<file path="src/rtl/axi_rd_engine.sv">
// ============================================================================
//  Module      : axi_rd_engine
//  Description : AXI4 read responder for prefetcher/Dcache requests; issues a
//                word, line or double-line INCR burst and assembles a 256-bit
//                return buffer. Optional macro RD_ERR_CHK_EN adds ret_err.
//  Revision    : 1.0 - initial release
// ============================================================================
`default_nettype none

module axi_rd_engine #(
    parameter logic [3:0] AXI_ID = 4'd0
) (
    input  logic         clk,
    input  logic         reset,
    input  logic         rd_req,
    input  logic [1:0]   rd_type,
    input  logic [31:0]  rd_addr,
    output logic         rd_rdy,
    output logic         ret_valid,
    output logic [255:0] ret_data,
    output logic         ret_half,
    output logic [3:0]   arid,
    output logic [31:0]  araddr,
    output logic [7:0]   arlen,
    output logic [2:0]   arsize,
    output logic [1:0]   arburst,
    output logic         arvalid,
    input  logic         arready,
    input  logic [3:0]   rid,
    input  logic [31:0]  rdata,
    input  logic [1:0]   rresp,
    input  logic         rlast,
    input  logic         rvalid,
    output logic         rready
`ifdef RD_ERR_CHK_EN
    ,
    output logic         ret_err
`endif
);

    localparam logic [1:0] S_IDLE  = 2'd0;
    localparam logic [1:0] S_AR    = 2'd1;
    localparam logic [1:0] S_RDATA = 2'd2;
    localparam logic [1:0] S_DONE  = 2'd3;

    localparam logic [2:0] c_last_slot = 3'd7;
    localparam logic [2:0] c_half_slot = 3'd3;

    logic [1:0]   r_state;
    logic [1:0]   w_next;
    logic [1:0]   r_type;
    logic [31:0]  r_addr;
    logic [2:0]   r_cnt;
    logic [255:0] r_buf;
    logic         r_half;
    logic         w_accept;
    logic         w_beat;

    assign w_accept = (r_state == S_IDLE) && rd_req;
    assign w_beat   = (r_state == S_RDATA) && rvalid;

    always_ff @(posedge clk) begin
        if (reset) begin
            r_state <= S_IDLE;
        end else begin
            r_state <= w_next;
        end
    end

    always_comb begin
        w_next = r_state;
        case (r_state)
            S_IDLE:  if (rd_req)           w_next = S_AR;
            S_AR:    if (arready)          w_next = S_RDATA;
            S_RDATA: if (rvalid && rlast)  w_next = S_DONE;
            S_DONE:                        w_next = S_IDLE;
            default:                       w_next = S_IDLE;
        endcase
    end

    always_comb begin
        rd_rdy    = 1'b0;
        arvalid   = 1'b0;
        rready    = 1'b0;
        ret_valid = 1'b0;
        case (r_state)
            S_IDLE:  rd_rdy    = 1'b1;
            S_AR:    arvalid   = 1'b1;
            S_RDATA: rready    = 1'b1;
            S_DONE:  ret_valid = 1'b1;
            default: rd_rdy    = 1'b0;
        endcase
    end

    // Type 11 decodes as a double line, hence the default arm.
    always_comb begin
        araddr = r_addr;
        arlen  = 8'd0;
        case (r_type)
            2'b00: begin
                araddr = r_addr;
                arlen  = 8'd0;
            end
            2'b01: begin
                araddr = {r_addr[31:4], 4'b0000};
                arlen  = 8'd3;
            end
            default: begin
                araddr = {r_addr[31:5], 5'b00000};
                arlen  = 8'd7;
            end
        endcase
    end

    assign arid    = AXI_ID;
    assign arsize  = 3'b010;
    assign arburst = 2'b01;

    // A half pulse that would land on the DONE cycle is dropped so the two
    // completion strobes never overlap on a malformed burst.
    always_ff @(posedge clk) begin
        if (reset) begin
            r_type <= 2'b00;
            r_addr <= 32'd0;
            r_cnt  <= 3'd0;
            r_buf  <= 256'd0;
            r_half <= 1'b0;
        end else begin
            r_half <= w_beat && r_type[1] && (r_cnt == c_half_slot) && !rlast;
            if (w_accept) begin
                r_type <= rd_type;
                r_addr <= rd_addr;
                r_cnt  <= 3'd0;
                r_buf  <= 256'd0;
            end else if (w_beat) begin
                r_buf[{r_cnt, 5'b00000} +: 32] <= rdata;
                if (r_cnt != c_last_slot) begin
                    r_cnt <= r_cnt + 3'd1;
                end
            end
        end
    end

    assign ret_data = r_buf;
    assign ret_half = r_half;

`ifdef RD_ERR_CHK_EN
    logic r_err;

    always_ff @(posedge clk) begin
        if (reset) begin
            r_err <= 1'b0;
        end else if (w_accept) begin
            r_err <= 1'b0;
        end else if (w_beat && (rresp != 2'b00)) begin
            r_err <= 1'b1;
        end
    end

    assign ret_err = (r_state == S_DONE) && r_err;

    logic w_unused;
    assign w_unused = ^rid;
`else
    logic w_unused;
    assign w_unused = ^{rid, rresp};
`endif

endmodule

`default_nettype wire

</file>
<file path="config.mk">
export PLATFORM = sky130hd
export DESIGN_NAME = axi_rd_engine
export DESIGN_NICKNAME = d
export VERILOG_FILES = /design/src/rtl/axi_rd_engine.sv
export SDC_FILE = /design/constraint.sdc
export NUM_CORES = 1
export LEC_CHECK = 0
export BUFFER_PORTS_ARGS = -buffer_cell sky130_fd_sc_hd__buf_2
export CORE_MARGIN = 2
export CORE_UTILIZATION = 45
export CTS_CLUSTER_DIAMETER = 50
export DETAILED_ROUTE_END_ITERATION = 7
export HOLD_SLACK_MARGIN = 0.03
export PLACE_DENSITY = 0.8
export RECOVER_POWER = 100
export SYNTH_ARGS = -nofsm -noshare
export SYNTH_HDL_FRONTEND = slang
export SYNTH_SLANG_ARGS = --single-unit
</file>
<file path="constraint.sdc">
create_clock -name clk -period 7.5 [get_ports clk]
set_input_delay 1.875 -clock clk [delete_from_list [all_inputs] [get_ports clk]]
set_output_delay 1.875 -clock clk [all_outputs]
set_load 0.02 [all_outputs]
</file>
### After elaboration in Yosys (flattened, before gate mapping)

Cells that the tools add are included.

| operators by class | value |
|---|---|
| $add $sub $neg | 2 |
| equal/unequal tests | 9 |
| shift operators | 2 |
| mux-type cells | 11 |
| reduce and logical (&&, ||, !) cells | 12 |

Operators with widths:

| operator | count |
|---|---|
| bitwise mux 256 bit | 1 |
| variable shift 32 x 10 -> 256 bit (first input constant) | 1 |
| variable part select 32 x 10 -> 256 bit | 1 |
| negation 8 -> 10 bit | 1 |
| one-hot mux 5 bit (2 select lines) | 1 |
| one-hot mux 2 bit (4 select lines) | 1 |
| logical AND 1 bit | 6 |
| 2-to-1 mux 2 bit | 3 |
| one-hot mux 3 bit (2 select lines) | 1 |
| == test 2 x 1 -> 1 bit (second input constant) | 2 |
| == test 2 bit (second input constant) | 2 |
| zero test 2 bit | 2 |
| 2-to-1 mux 1 bit | 4 |
| inequality test 2 bit (second input constant) | 2 |
| adder 3 x 1 -> 3 bit (second input constant) | 1 |
| == test 3 x 2 -> 1 bit (second input constant) | 1 |
| inequality test 3 bit (second input constant) | 1 |
| AND reduction 3 bit | 1 |
| inequality test 2 x 1 -> 1 bit (second input constant) | 1 |
| AND reduction 2 bit | 1 |
| OR reduction 2 bit | 1 |
| zero test 1 bit | 1 |

| word-level totals | value |
|---|---|
| register bits after elaboration | 296 |
| input port bits | 78 |
| output and inout port bits | 310 |

### Logic depth before layout (Yosys ltp)

Gate-level depths: netlist of the first run.

| depth | value |
|---|---|
| depth in word-level cells | 5 |
| mapped depth | 10 |
| depth with buffers taken out | 6 |

### Worst setup path after synthesis of the first run

Ideal clock, no wire load.

| path | value |
|---|---|
| kind | input -> register |
| start point | in reset |
| end point | reg r_buf[184] (netlist: ret_data[184]) |
| setup time | 0.072 ns |
| arrival time | 2.868 ns |
| data required time | 7.428 ns |
| path slack | 4.561 ns |
| cell stages on the path | 6 |
| buffers on the path | 3 |
| cell sequence | buf_2 -> a21oi_1 -> buf_2 -> clkbuf_1 -> nand4_1 -> mux2i_1 |

| on the way | value |
|---|---|
| word-level cells in the longest chain between the ends | 1 |

Ends and longest elaborated chain:

| what | RTL line | RTL |
|---|---|---|
| start, declared | 14 | `input logic reset,` |
| OR reduction 2 bit (no line) | n/a |  |
| end signal, assigned by index | 136 | `r_buf[{r_cnt, 5'b00000} +: 32] <= rdata;` |
| end, declared | 54 | `logic [255:0] r_buf;` |

Every way passes these cells.
A chain may end at the register's enable or synchronous reset.

### Final worst setup path of the first run

| path | value |
|---|---|
| start point | in reset |
| end point | reg r_buf[176] (netlist: ret_data[176]) |

The elaborated chain is that of the path after synthesis.

==> results of run 1 <==
[cells in the final DEF, fill, tap and decap left out, types with 2 or more instances in the layout]
| cell | n |
|---|---|
| sky130_fd_sc_hd__a21oi_1 | 36 |
| sky130_fd_sc_hd__and2_0 | 4 |
| sky130_fd_sc_hd__buf_12 | 2 |
| sky130_fd_sc_hd__buf_2 | 72 |
| sky130_fd_sc_hd__buf_4 | 12 |
| sky130_fd_sc_hd__bufinv_16 | 2 |
| sky130_fd_sc_hd__clkbuf_1 | 302 |
| sky130_fd_sc_hd__clkbuf_16 | 35 |
| sky130_fd_sc_hd__clkbuf_8 | 6 |
| sky130_fd_sc_hd__clkinv_2 | 3 |
| sky130_fd_sc_hd__conb_1 | 14 |
| sky130_fd_sc_hd__dfxtp_1 | 295 |
| sky130_fd_sc_hd__ha_1 | 11 |
| sky130_fd_sc_hd__inv_1 | 7 |
| sky130_fd_sc_hd__inv_6 | 4 |
| sky130_fd_sc_hd__mux2i_1 | 256 |
| sky130_fd_sc_hd__nand2_1 | 362 |
| sky130_fd_sc_hd__nand3_1 | 96 |
| sky130_fd_sc_hd__nand3_2 | 3 |
| sky130_fd_sc_hd__nand3b_1 | 3 |
| sky130_fd_sc_hd__nand4_1 | 32 |
| sky130_fd_sc_hd__nor2_1 | 4 |
| sky130_fd_sc_hd__nor2b_1 | 35 |
| sky130_fd_sc_hd__nor2b_4 | 2 |
| sky130_fd_sc_hd__o311a_1 | 2 |
[worst max-delay path, stage by stage]
cell	delay (ns)
sky130_fd_sc_hd__clkbuf_1	1.18
sky130_fd_sc_hd__a21oi_1	0.34
sky130_fd_sc_hd__buf_12	0.38
sky130_fd_sc_hd__nand4_1	0.34
sky130_fd_sc_hd__mux2i_1	0.11
[power groups by stage]
stage / clock network, mW / logic (mW) / registers [mW]
2_1_floorplan: 0 / 0.508 / 1.69
3_3_place_gp: 0 / 0.633 / 1.68
3_5_place_dp: 0 / 0.646 / 1.68
4_1_cts: 1.65 / 0.649 / 1.65
5_1_grt: 1.71 / 0.691 / 1.66
6_report: 1.63 / 0.635 / 1.65
[worst min path at each step]
| stage | startpoint | end | slack, ns | cells after the start |
|---|---|---|---|---|
| global route | ret_data[29] | ret_data[29] | 0.47 | 2 |
| detailed placement | r_addr[8] | r_addr[8] | 0.44 | 2 |
| CTS | r_addr[1] | r_addr[1] | 0.45 | 2 |
| finish | r_addr[1] | r_addr[1] | 0.45 | 2 |
| floorplan | r_addr[0] | r_addr[0] | 0.43 | 2 |
| global placement | r_addr[0] | r_addr[0] | 0.44 | 2 |
[sequential cells by signal (all words and copies together), names as in the netlist]
name and cells:
r_type 2, ret_data 256, r_addr 32, r_cnt 3, ret_half 1, r_state 2
[per-stage QoR]
stage,hold WS [ns],setup WS [ns],power [mW],instance area (um2),util [%]
2_1_floorplan,0.432,4.56,2.20,12400,-
3_5_place_dp,0.443,3.45,2.33,13900,51.4
4_1_cts,0.451,3.97,3.95,15000,55.5
3_3_place_gp,0.439,3.54,2.32,13900,51.4
6_report,0.450,3.40,3.92,14600,54.1
5_1_grt,0.465,3.27,4.06,14600,54.1
[kinds of logic after synthesis]
kind of cell    Yosys count  share of synthesized area (%)
compound gates           44                           1.98
xor+xnor                  1                         0.0708
fa+ha+maj                12                           1.21
buf+inv                 158                           8.19
flops                   296                           47.9
mux                     256                           20.7
other cells               2                         0.0607
simple gates            548                           19.9
[layer usage]
metal  vias up  routed length (um)
met3        88                2590
li1       4911                   -
met2       403               17300
met1      4969               14600
met5         -                   0
met4         0                1300
[cell type report]
cell class | count | area share (%)
antenna | 1 | 0.0172
clock buffer | 48 | 6.76
clock inverter | 9 | 0.755
inverter | 7 | 0.180
multi-input combinational | 875 | 37.7
sequential | 296 | 40.7
tap | 341 | 2.93
timing repair buffer | 381 | 11.0
==> out/summary.md, run 1 <==
Synth
- Synth Instances: 1317
- unique cell type count in the Yosys netlist: 34
- Synth top cells by count: sky130_fd_sc_hd__nand2_1 (362), sky130_fd_sc_hd__dfxtp_1 (296), sky130_fd_sc_hd__mux2i_1 (256), sky130_fd_sc_hd__nand3_1 (96), sky130_fd_sc_hd__clkbuf_1 (47)
- cell area after synthesis: 12400 um2
- count leader, synth: sky130_fd_sc_hd__nand2_1
- post-synthesis sequential area ratio: 47.9%
- synth top area cells: sky130_fd_sc_hd__dfxtp_1 (48%), sky130_fd_sc_hd__mux2i_1 (21%), sky130_fd_sc_hd__nand2_1 (11%)
- largest area contributor in the netlist: sky130_fd_sc_hd__dfxtp_1
- Synth warnings: 0
- main flop type after synthesis: sky130_fd_sc_hd__dfxtp_1
- number of register bits inferred by synthesis: 296
- Mapped Avg Cell Area: 9.40 um2
- fraction of synthesis flops using an asynchronous set or reset pin: 0%
- post-synth top area share: 47.9%
- EDFF count, synth: 0

Floorplan
- initial standard-cell utilization of the core: 45.9%
- placeable core region: 27000 um2
- height of the chip: 170 um
- number of cell rows: 60
- Die W: 170 um
- die area: 28800 um2
- ports placed on the boundary: 388

Clock network
- Max Root-Sink Buffers: 3
- number of buffers inserted by hold repair at cts: 0
- insertion delay to the later sink of the worst-skew pair: 0.50 ns
- Root Buffer Master: sky130_fd_sc_hd__clkbuf_16
- TritonCTS clock tree: built
- setup bufs post-CTS: 0
- CTS-repair resized insts: 0
- level count of the clock H-tree: 2
- TritonCTS Buffers: 35
- Sink Count: 296
- clock edge transition at the registers on the reported setup and hold paths: 0.06 ns

Power and ir drop
- worst vdd rail ir drop: 0.000169 V
- reported net switching power: 1.16 mW
- power share of the clock group: 41.6%
- fraction of power consumed by combinational cells: 16.2%
- static leakage: 6.28 nW
- relative contribution of sequential cells to total power: 42.2%
- switching share of power: 29.6%
- P per Cell Area: 269 nW/um2
- cell internal pwr: 2.76 mW

Worst setup path
- worst setup path end: ret_data[176]
- Setup crit start kind: primary input
- Critical R2R Capture: ret_data[152]
- reg2reg path depth: 7
- source of the worst register-to-register timing path: r_cnt[1]
- setup slack of the most critical reg-to-reg path: 4.15 ns
- arrival time worst endpoint: 4.46 ns
- Worst setup EP type: flop
- class of the most critical setup path: primary input to flop
- CP Max Fanout: 229
- Crit path required time: 7.86 ns
- start point of the critical path: reset

Global route
- GRT Overall Usage: 23.8%
- largest net degree at the start of global routing: 230
- global route hottest layer: met2
- met1 Use GR: 29.8%
- GRT met2 Usage: 40.3%
- antenna violations before repair: 1
- met3 GRT Util: 4.81%
- number of global-route vias before repair: 9896
- global-route congestion overflow total: 0
- wire length of the first global-routing pass: 54.1 mm

Final layout
- fraction of final layout cells with drive strength greater than 1: 9.03%
- Filler cells: 2504
- number of nets at the end of the flow: 1686
- Area growth, synth to finish: 17.8%
- multi-input gate area in the final layout: 5500 um2
- flip-flop and latch area: 5930 um2
- non-filler instance count after layout: 1958

STA
- Least-Margin Pin Slew: 1.71 ns
- final total negative setup slack: 0 ns
- count of final setup violators: 0
- portion of the clock cycle consumed by the worst path in the final layout: 54.7%
- Final Skew: 0.0163 ns
- final max-slew violation count: 73
- Max Fclk: 0.244 GHz
- Slew Limit Headroom: -14.0%
- time the worst path needs with I/O delays and setup: 4.10 ns
- setup repair after global routing missed its margin: no
- total count of hold-check failures in the final report: 0

Flow run
- max_cap viols: 2

Routing
- detailed-route via count: 10400
- number of DRC markers after the initial detailed-route iteration: 819
- remaining number of nets flagged by the antenna check after routing: 0
- post-detailed-route wirelength per cell: 18.3 um
- number of detailed-routing iterations run before antenna repair: 5
- number of remaining DRC errors: 0
- via/cell ratio: 5.30
- Total Wirelength: 35.9 mm

Status
- violations in the final reports: max-capacitance violations, max-slew violations
- outcome: complete, but fails checks

Placement
- number of port buffers: 367
- half-perimeter wire length after placement: 24.2 mm
- final weighted congestion of routability-driven global placement: 0.815
- number of placed instances with taps included: 1900

Hold path
- type of the worst min-delay path: flop to flop

No activity file was read; power rests on OpenSTA's default activity.
==> inputs of run 2 (changes only) <==
==> constraint.sdc (replaced) <==
create_clock -name clk -period 3.82 [get_ports clk]
set_input_delay 0.955 -clock clk [delete_from_list [all_inputs] [get_ports clk]]
set_output_delay 0.955 -clock clk [all_outputs]
set_load 0.02 [all_outputs]
==> out/summary.md, run 2 (synthesized netlist as in run 1, its figures left out) <==
Status
- outcome: complete, but fails checks
- violations in the final reports: max-capacitance violations, max-slew violations

STA
- setup repair after global routing missed its margin: no
- Slew Limit Headroom: -13.1%
- total count of hold-check failures in the final report: 0
- Max Fclk: 0.322 GHz
- time the worst path needs with I/O delays and setup: 3.11 ns
- final max-slew violation count: 73
- Least-Margin Pin Slew: 1.70 ns
- portion of the clock cycle consumed by the worst path in the final layout: 81.4%
- final total negative setup slack: 0 ns
- Final Skew: 0.0235 ns
- count of final setup violators: 0

Worst setup path
- arrival time worst endpoint: 3.52 ns
- CP Max Fanout: 37
- chain of cells forming the critical path: clkbuf_1 -> a21oi_4 -> buf_12 -> clkbuf_1 -> nand4_1 -> mux2i_1
- Setup crit start kind: primary input
- worst stage delay on the critical path: 0.76 ns
- Worst setup EP type: flop
- Crit path required time: 4.23 ns
- Max stage delay cell, worst path: sky130_fd_sc_hd__clkbuf_1
- setup slack of the most critical reg-to-reg path: 0.76 ns
- class of the most critical setup path: primary input to flop
- reg2reg path depth: 7
- source of the worst register-to-register timing path: r_cnt[1]
- Most common cell on crit path: sky130_fd_sc_hd__clkbuf_1
- Critical R2R Capture: ret_data[19]

Final layout
- fraction of final layout cells with drive strength greater than 1: 9.16%
- number of nets at the end of the flow: 1692
- Filler cells: 2554
- highest-count cells in the layout ignoring fill and taps: sky130_fd_sc_hd__nand2_1 (362), sky130_fd_sc_hd__clkbuf_1 (307), sky130_fd_sc_hd__dfxtp_1 (296), sky130_fd_sc_hd__mux2i_1 (256), sky130_fd_sc_hd__nand3_1 (97)
- flip-flop count of the largest register after layout: 256
- non-filler instance count after layout: 1968
- most frequent standard cell in the layout excluding fill and tap cells: sky130_fd_sc_hd__nand2_1
- Area growth, synth to finish: 18.4%

Floorplan
- ports placed on the boundary: 388
- Die W: 170 um
- height of the chip: 170 um
- die area: 28800 um2
- number of cell rows: 60
- initial standard-cell utilization of the core: 45.9%
- placeable core region: 27000 um2

Placement
- number of placed instances with taps included: 1906
- half-perimeter wire length after placement: 24.5 mm
- number of port buffers: 367
- final weighted congestion of routability-driven global placement: 0.816

Hold path
- worst hold path startpoint: r_addr[12]
- type of the worst min-delay path: flop to flop
- worst hold stages: 2
- Worst Hold End: r_addr[12]

Power and ir drop
- post-layout total power: 7.76 mW
- P per Cell Area: 529 nW/um2
- static leakage: 6.31 nW
- worst vdd rail ir drop: 0.000270 V

Global route
- largest net degree at the start of global routing: 191
- number of global-route vias before repair: 10100
- antenna violations before repair: 1
- wire length of the first global-routing pass: 54.4 mm
- GRT Overall Usage: 23.8%
- global-route congestion overflow total: 0

Routing
- via/cell ratio: 5.29
- number of DRC markers after the initial detailed-route iteration: 754
- Top Layer Used: met4
- detailed-route via count: 10400
- remaining number of nets flagged by the antenna check after routing: 0
- total routed wire length on the met1 layer: 14.6 mm
- number of detailed-routing iterations run before antenna repair: 5
- number of remaining DRC errors: 0
- Routed met3 length: 2.44 mm
- post-detailed-route wirelength per cell: 18.4 um
- Total Wirelength: 36.2 mm
- met2 wire length: 17.7 mm

Clock network
- clock edge transition at the registers on the reported setup and hold paths: 0.05 ns
- CTS-repair resized insts: 0
- level count of the clock H-tree: 2
- setup bufs post-CTS: 0
- Sink Count: 296
- number of buffers inserted by hold repair at cts: 0
- Root Buffer Master: sky130_fd_sc_hd__clkbuf_16
- TritonCTS Buffers: 35
- TritonCTS clock tree: built
- Max Root-Sink Buffers: 3
- insertion delay to the later sink of the worst-skew pair: 0.51 ns

Flow run
- max_cap viols: 2

-- run 2: how the worst max path moves through the flow --
stage              from            end  slack (ns)  cells after the start
2_1_floorplan  r_cnt[0]   ret_data[10]        1.38                     10
3_3_place_gp      reset   ret_data[52]        1.07                      6
3_5_place_dp      reset   ret_data[78]        1.02                      6
4_1_cts        r_cnt[1]  ret_data[224]        1.15                      6
5_1_grt           reset   ret_data[61]        0.53                      6
6_report          reset   ret_data[61]        0.71                      6
-- run 2: final cells by class --
class | instances | area, um2 | area share, %
Sequential cell | 296 | 5930 | 40.4
Multi-Input combinational cell | 875 | 5490 | 37.5
Tap cell | 341 | 427 | 2.91
Inverter | 7 | 26.3 | 0.179
Timing Repair Buffer | 387 | 1650 | 11.3
Clock buffer | 50 | 995 | 6.79
Antenna cell | 1 | 2.50 | 0.0171
Clock inverter | 11 | 130 | 0.888
-- run 2: power breakdown --
part	switching [mW]	internal (mW)
combinational	0.962	0.310
clock	1.28	1.96
sequential	0.0570	3.19
-- run 2: metal layers --
metal	track usage [%]	up-vias
met5	0	-
met4	9.44	0
met3	4.98	100
met2	41.8	416
met1	28.3	4982
li1	-	4916
-- run 2: stage by stage --
| step | utilization [%] | setup WS, ns | hold slack [ns] | area (um2) |
|---|---|---|---|---|
| detailed placement | 51.7 | 1.02 | 0.443 | 13900 |
| finish | 54.4 | 0.712 | 0.453 | 14700 |
| global route | 54.4 | 0.527 | 0.467 | 14700 |
| floorplan | - | 1.38 | 0.432 | 12400 |
| global placement | 51.7 | 1.07 | 0.439 | 13900 |
| CTS | 55.9 | 1.15 | 0.451 | 15100 |
-- run 2: critical path, delay by kind of cell --
family	cells	cell delay, ns
and+or+nand+nor	1	0.26
muxes	1	0.19
buffers and inverters	3	1.62
AOI/OAI and AO/OA	1	0.47
==> inputs of run 3 (changes only) <==
--- a/config.mk
+++ b/config.mk
@@ -11,7 +11,7 @@
 export CTS_CLUSTER_DIAMETER = 50
 export DETAILED_ROUTE_END_ITERATION = 7
 export HOLD_SLACK_MARGIN = 0.03
-export PLACE_DENSITY = 0.8
+export PLACE_DENSITY = 0.83
 export RECOVER_POWER = 100
 export SYNTH_ARGS = -nofsm -noshare
 export SYNTH_HDL_FRONTEND = slang
==> constraint.sdc (replaced) <==
create_clock -name clk -period 2.7 [get_ports clk]
set_input_delay 0.675 -clock clk [delete_from_list [all_inputs] [get_ports clk]]
set_output_delay 0.675 -clock clk [all_outputs]
set_load 0.02 [all_outputs]
==> out/summary.md, run 3 (synthesized netlist as in run 1, its figures left out) <==
Worst setup path
- CP Max Fanout: 29
- arrival time worst endpoint: 2.87 ns
- Setup crit start kind: flop
- Worst setup EP type: flop
- dominant delay contributor by cell family on the critical path: buffers and inverters
- chain of cells forming the critical path: clkbuf_2 -> nand4bb_1 -> nor4b_2 -> clkbuf_4 -> mux2i_1
- Buffers & Inverters on Critical Path: 2
- class of the most critical setup path: flop to flop
- Crit path required time: 3.12 ns
- worst stage delay on the critical path: 0.49 ns
- Max stage delay cell, worst path: sky130_fd_sc_hd__clkbuf_2
- setup slack of the most critical reg-to-reg path: 0.25 ns

STA
- final critical-path setup slack: 0.249 ns
- Max Fclk: 0.408 GHz
- Least-Margin Pin Slew: 1.45 ns
- Final Skew: 0.0212 ns
- final total negative setup slack: 0 ns
- total count of hold-check failures in the final report: 0
- count of final setup violators: 0
- final max-slew violation count: 0
- setup repair after global routing missed its margin: no
- portion of the clock cycle consumed by the worst path in the final layout: 90.8%
- Slew Limit Headroom: 3.25%
- time the worst path needs with I/O delays and setup: 2.45 ns

Final layout
- post-route cell area: 14700 um2
- Area growth, synth to finish: 19.0%
- highest-count cells in the layout ignoring fill and taps: sky130_fd_sc_hd__nand2_1 (362), sky130_fd_sc_hd__clkbuf_1 (308), sky130_fd_sc_hd__dfxtp_1 (295), sky130_fd_sc_hd__mux2i_1 (256), sky130_fd_sc_hd__nand3_1 (97)
- flip-flop count of the largest register after layout: 256
- Filler cells: 2515
- n_diodes: 0
- flip-flop and latch area: 5930 um2
- most frequent standard cell in the layout excluding fill and tap cells: sky130_fd_sc_hd__nand2_1
- fraction of final layout cells with drive strength greater than 1: 9.87%
- multi-input gate area in the final layout: 5460 um2
- number of nets at the end of the flow: 1709
- non-filler instance count after layout: 1982

Placement
- placed inst area: 14100 um2
- final weighted congestion of routability-driven global placement: 0.844
- half-perimeter wire length after placement: 24.9 mm
- number of placed instances with taps included: 1923
- Setup WS pre-CTS: 0.331 ns
- number of port buffers: 367

Clock network
- TritonCTS Buffers: 35
- number of buffers inserted by hold repair at cts: 0
- clock edge transition at the registers on the reported setup and hold paths: 0.06 ns
- Sink Count: 296
- Max Root-Sink Buffers: 3
- TritonCTS clock tree: built
- CTS-repair resized insts: 0
- Root Buffer Master: sky130_fd_sc_hd__clkbuf_16
- level count of the clock H-tree: 2
- setup bufs post-CTS: 0
- insertion delay to the later sink of the worst-skew pair: 0.50 ns

Status
- outcome: complete, no violations

Routing
- Total Wirelength: 35.2 mm
- remaining number of nets flagged by the antenna check after routing: 0
- number of DRC markers after the initial detailed-route iteration: 935
- via/cell ratio: 5.26
- number of remaining DRC errors: 0
- post-detailed-route wirelength per cell: 17.8 um
- detailed-route via count: 10400
- number of detailed-routing iterations run before antenna repair: 8

Floorplan
- placeable core region: 27000 um2
- die area: 28800 um2
- ports placed on the boundary: 388
- number of cell rows: 60
- height of the chip: 170 um
- Die W: 170 um
- initial standard-cell utilization of the core: 45.9%

Power and ir drop
- worst vdd rail ir drop: 0.000376 V
- post-layout total power: 10.8 mW
- fraction of power consumed by combinational cells: 17.3%
- P per Cell Area: 735 nW/um2
- power share of the clock group: 40.3%
- reported net switching power: 3.23 mW
- relative contribution of sequential cells to total power: 42.4%
- static leakage: 6.35 nW
- cell internal pwr: 7.60 mW
- switching share of power: 29.8%

Global route
- largest net degree at the start of global routing: 66
- number of global-route vias before repair: 10000
- GRT Overall Usage: 23.4%
- global-route congestion overflow total: 0
- wire length of the first global-routing pass: 53.7 mm
- antenna violations before repair: 0

Hold path
- type of the worst min-delay path: primary input to flop

Flow run
- max_cap viols: 0

## run 3: cell types whose count changed in the layout (fill, tap and decap cells not counted), moves of 2 or more
cell	previous run	this run
sky130_fd_sc_hd__clkbuf_8	2	6
sky130_fd_sc_hd__bufinv_16	2	0
sky130_fd_sc_hd__clkbuf_4	0	6
sky130_fd_sc_hd__clkbuf_16	37	35
sky130_fd_sc_hd__buf_12	4	8
sky130_fd_sc_hd__and2_1	1	4
sky130_fd_sc_hd__buf_4	11	17
sky130_fd_sc_hd__and2_0	4	1
## run 3: final timing paths
check                            startpoint             to  cells after the start
worst max-delay path               r_cnt[0]  ret_data[146]                      5
worst min-delay path            rd_addr[24]     r_addr[24]                      3
worst max register to register     r_cnt[0]  ret_data[146]                      5
worst min register to register    r_addr[2]      r_addr[2]                      2
## run 3: worst min-delay path: stages
cell and delay, ns:
sky130_fd_sc_hd__buf_2 0.09, sky130_fd_sc_hd__nand2_1 0.04, sky130_fd_sc_hd__a21oi_1 0.05
## run 3: cell type report
type	instances	share of cell area [%]
Clock buffer	51	6.76
Clock inverter	8	0.467
Sequential cell	296	40.2
Tap cell	341	2.90
Multi-Input combinational cell	875	37.1
Timing Repair Buffer	404	12.4
Inverter	7	0.178
## run 3: routing by layer
| layer | global-route usage (%) | share of wire (%) | vias to the layer above |
|---|---|---|---|
| met1 | 28.9 | 42 | 4982 |
| met5 | 0 | 0 | - |
| li1 | - | - | 4957 |
| met4 | 9.66 | 3.6 | 0 |
| met2 | 39.4 | 48 | 399 |
| met3 | 5.16 | 6.8 | 85 |
## run 3: metrics by stage
stage | hold slack, ns | utilization [%]
2_1_floorplan | 0.432 | -
3_3_place_gp | 0.439 | 52.3
3_5_place_dp | 0.444 | 52.3
4_1_cts | 0.376 | 56.3
5_1_grt | 0.382 | 54.7
6_report | 0.404 | 54.7
## run 3: power by group through the flow
stage | combinational, mW | sequential [mW] | clock (mW)
2_1_floorplan | 1.41 | 4.70 | 0
3_3_place_gp | 1.89 | 4.68 | 0
3_5_place_dp | 1.93 | 4.68 | 0
4_1_cts | 1.94 | 4.59 | 4.43
5_1_grt | 2.04 | 4.61 | 4.64
6_report | 1.87 | 4.59 | 4.37
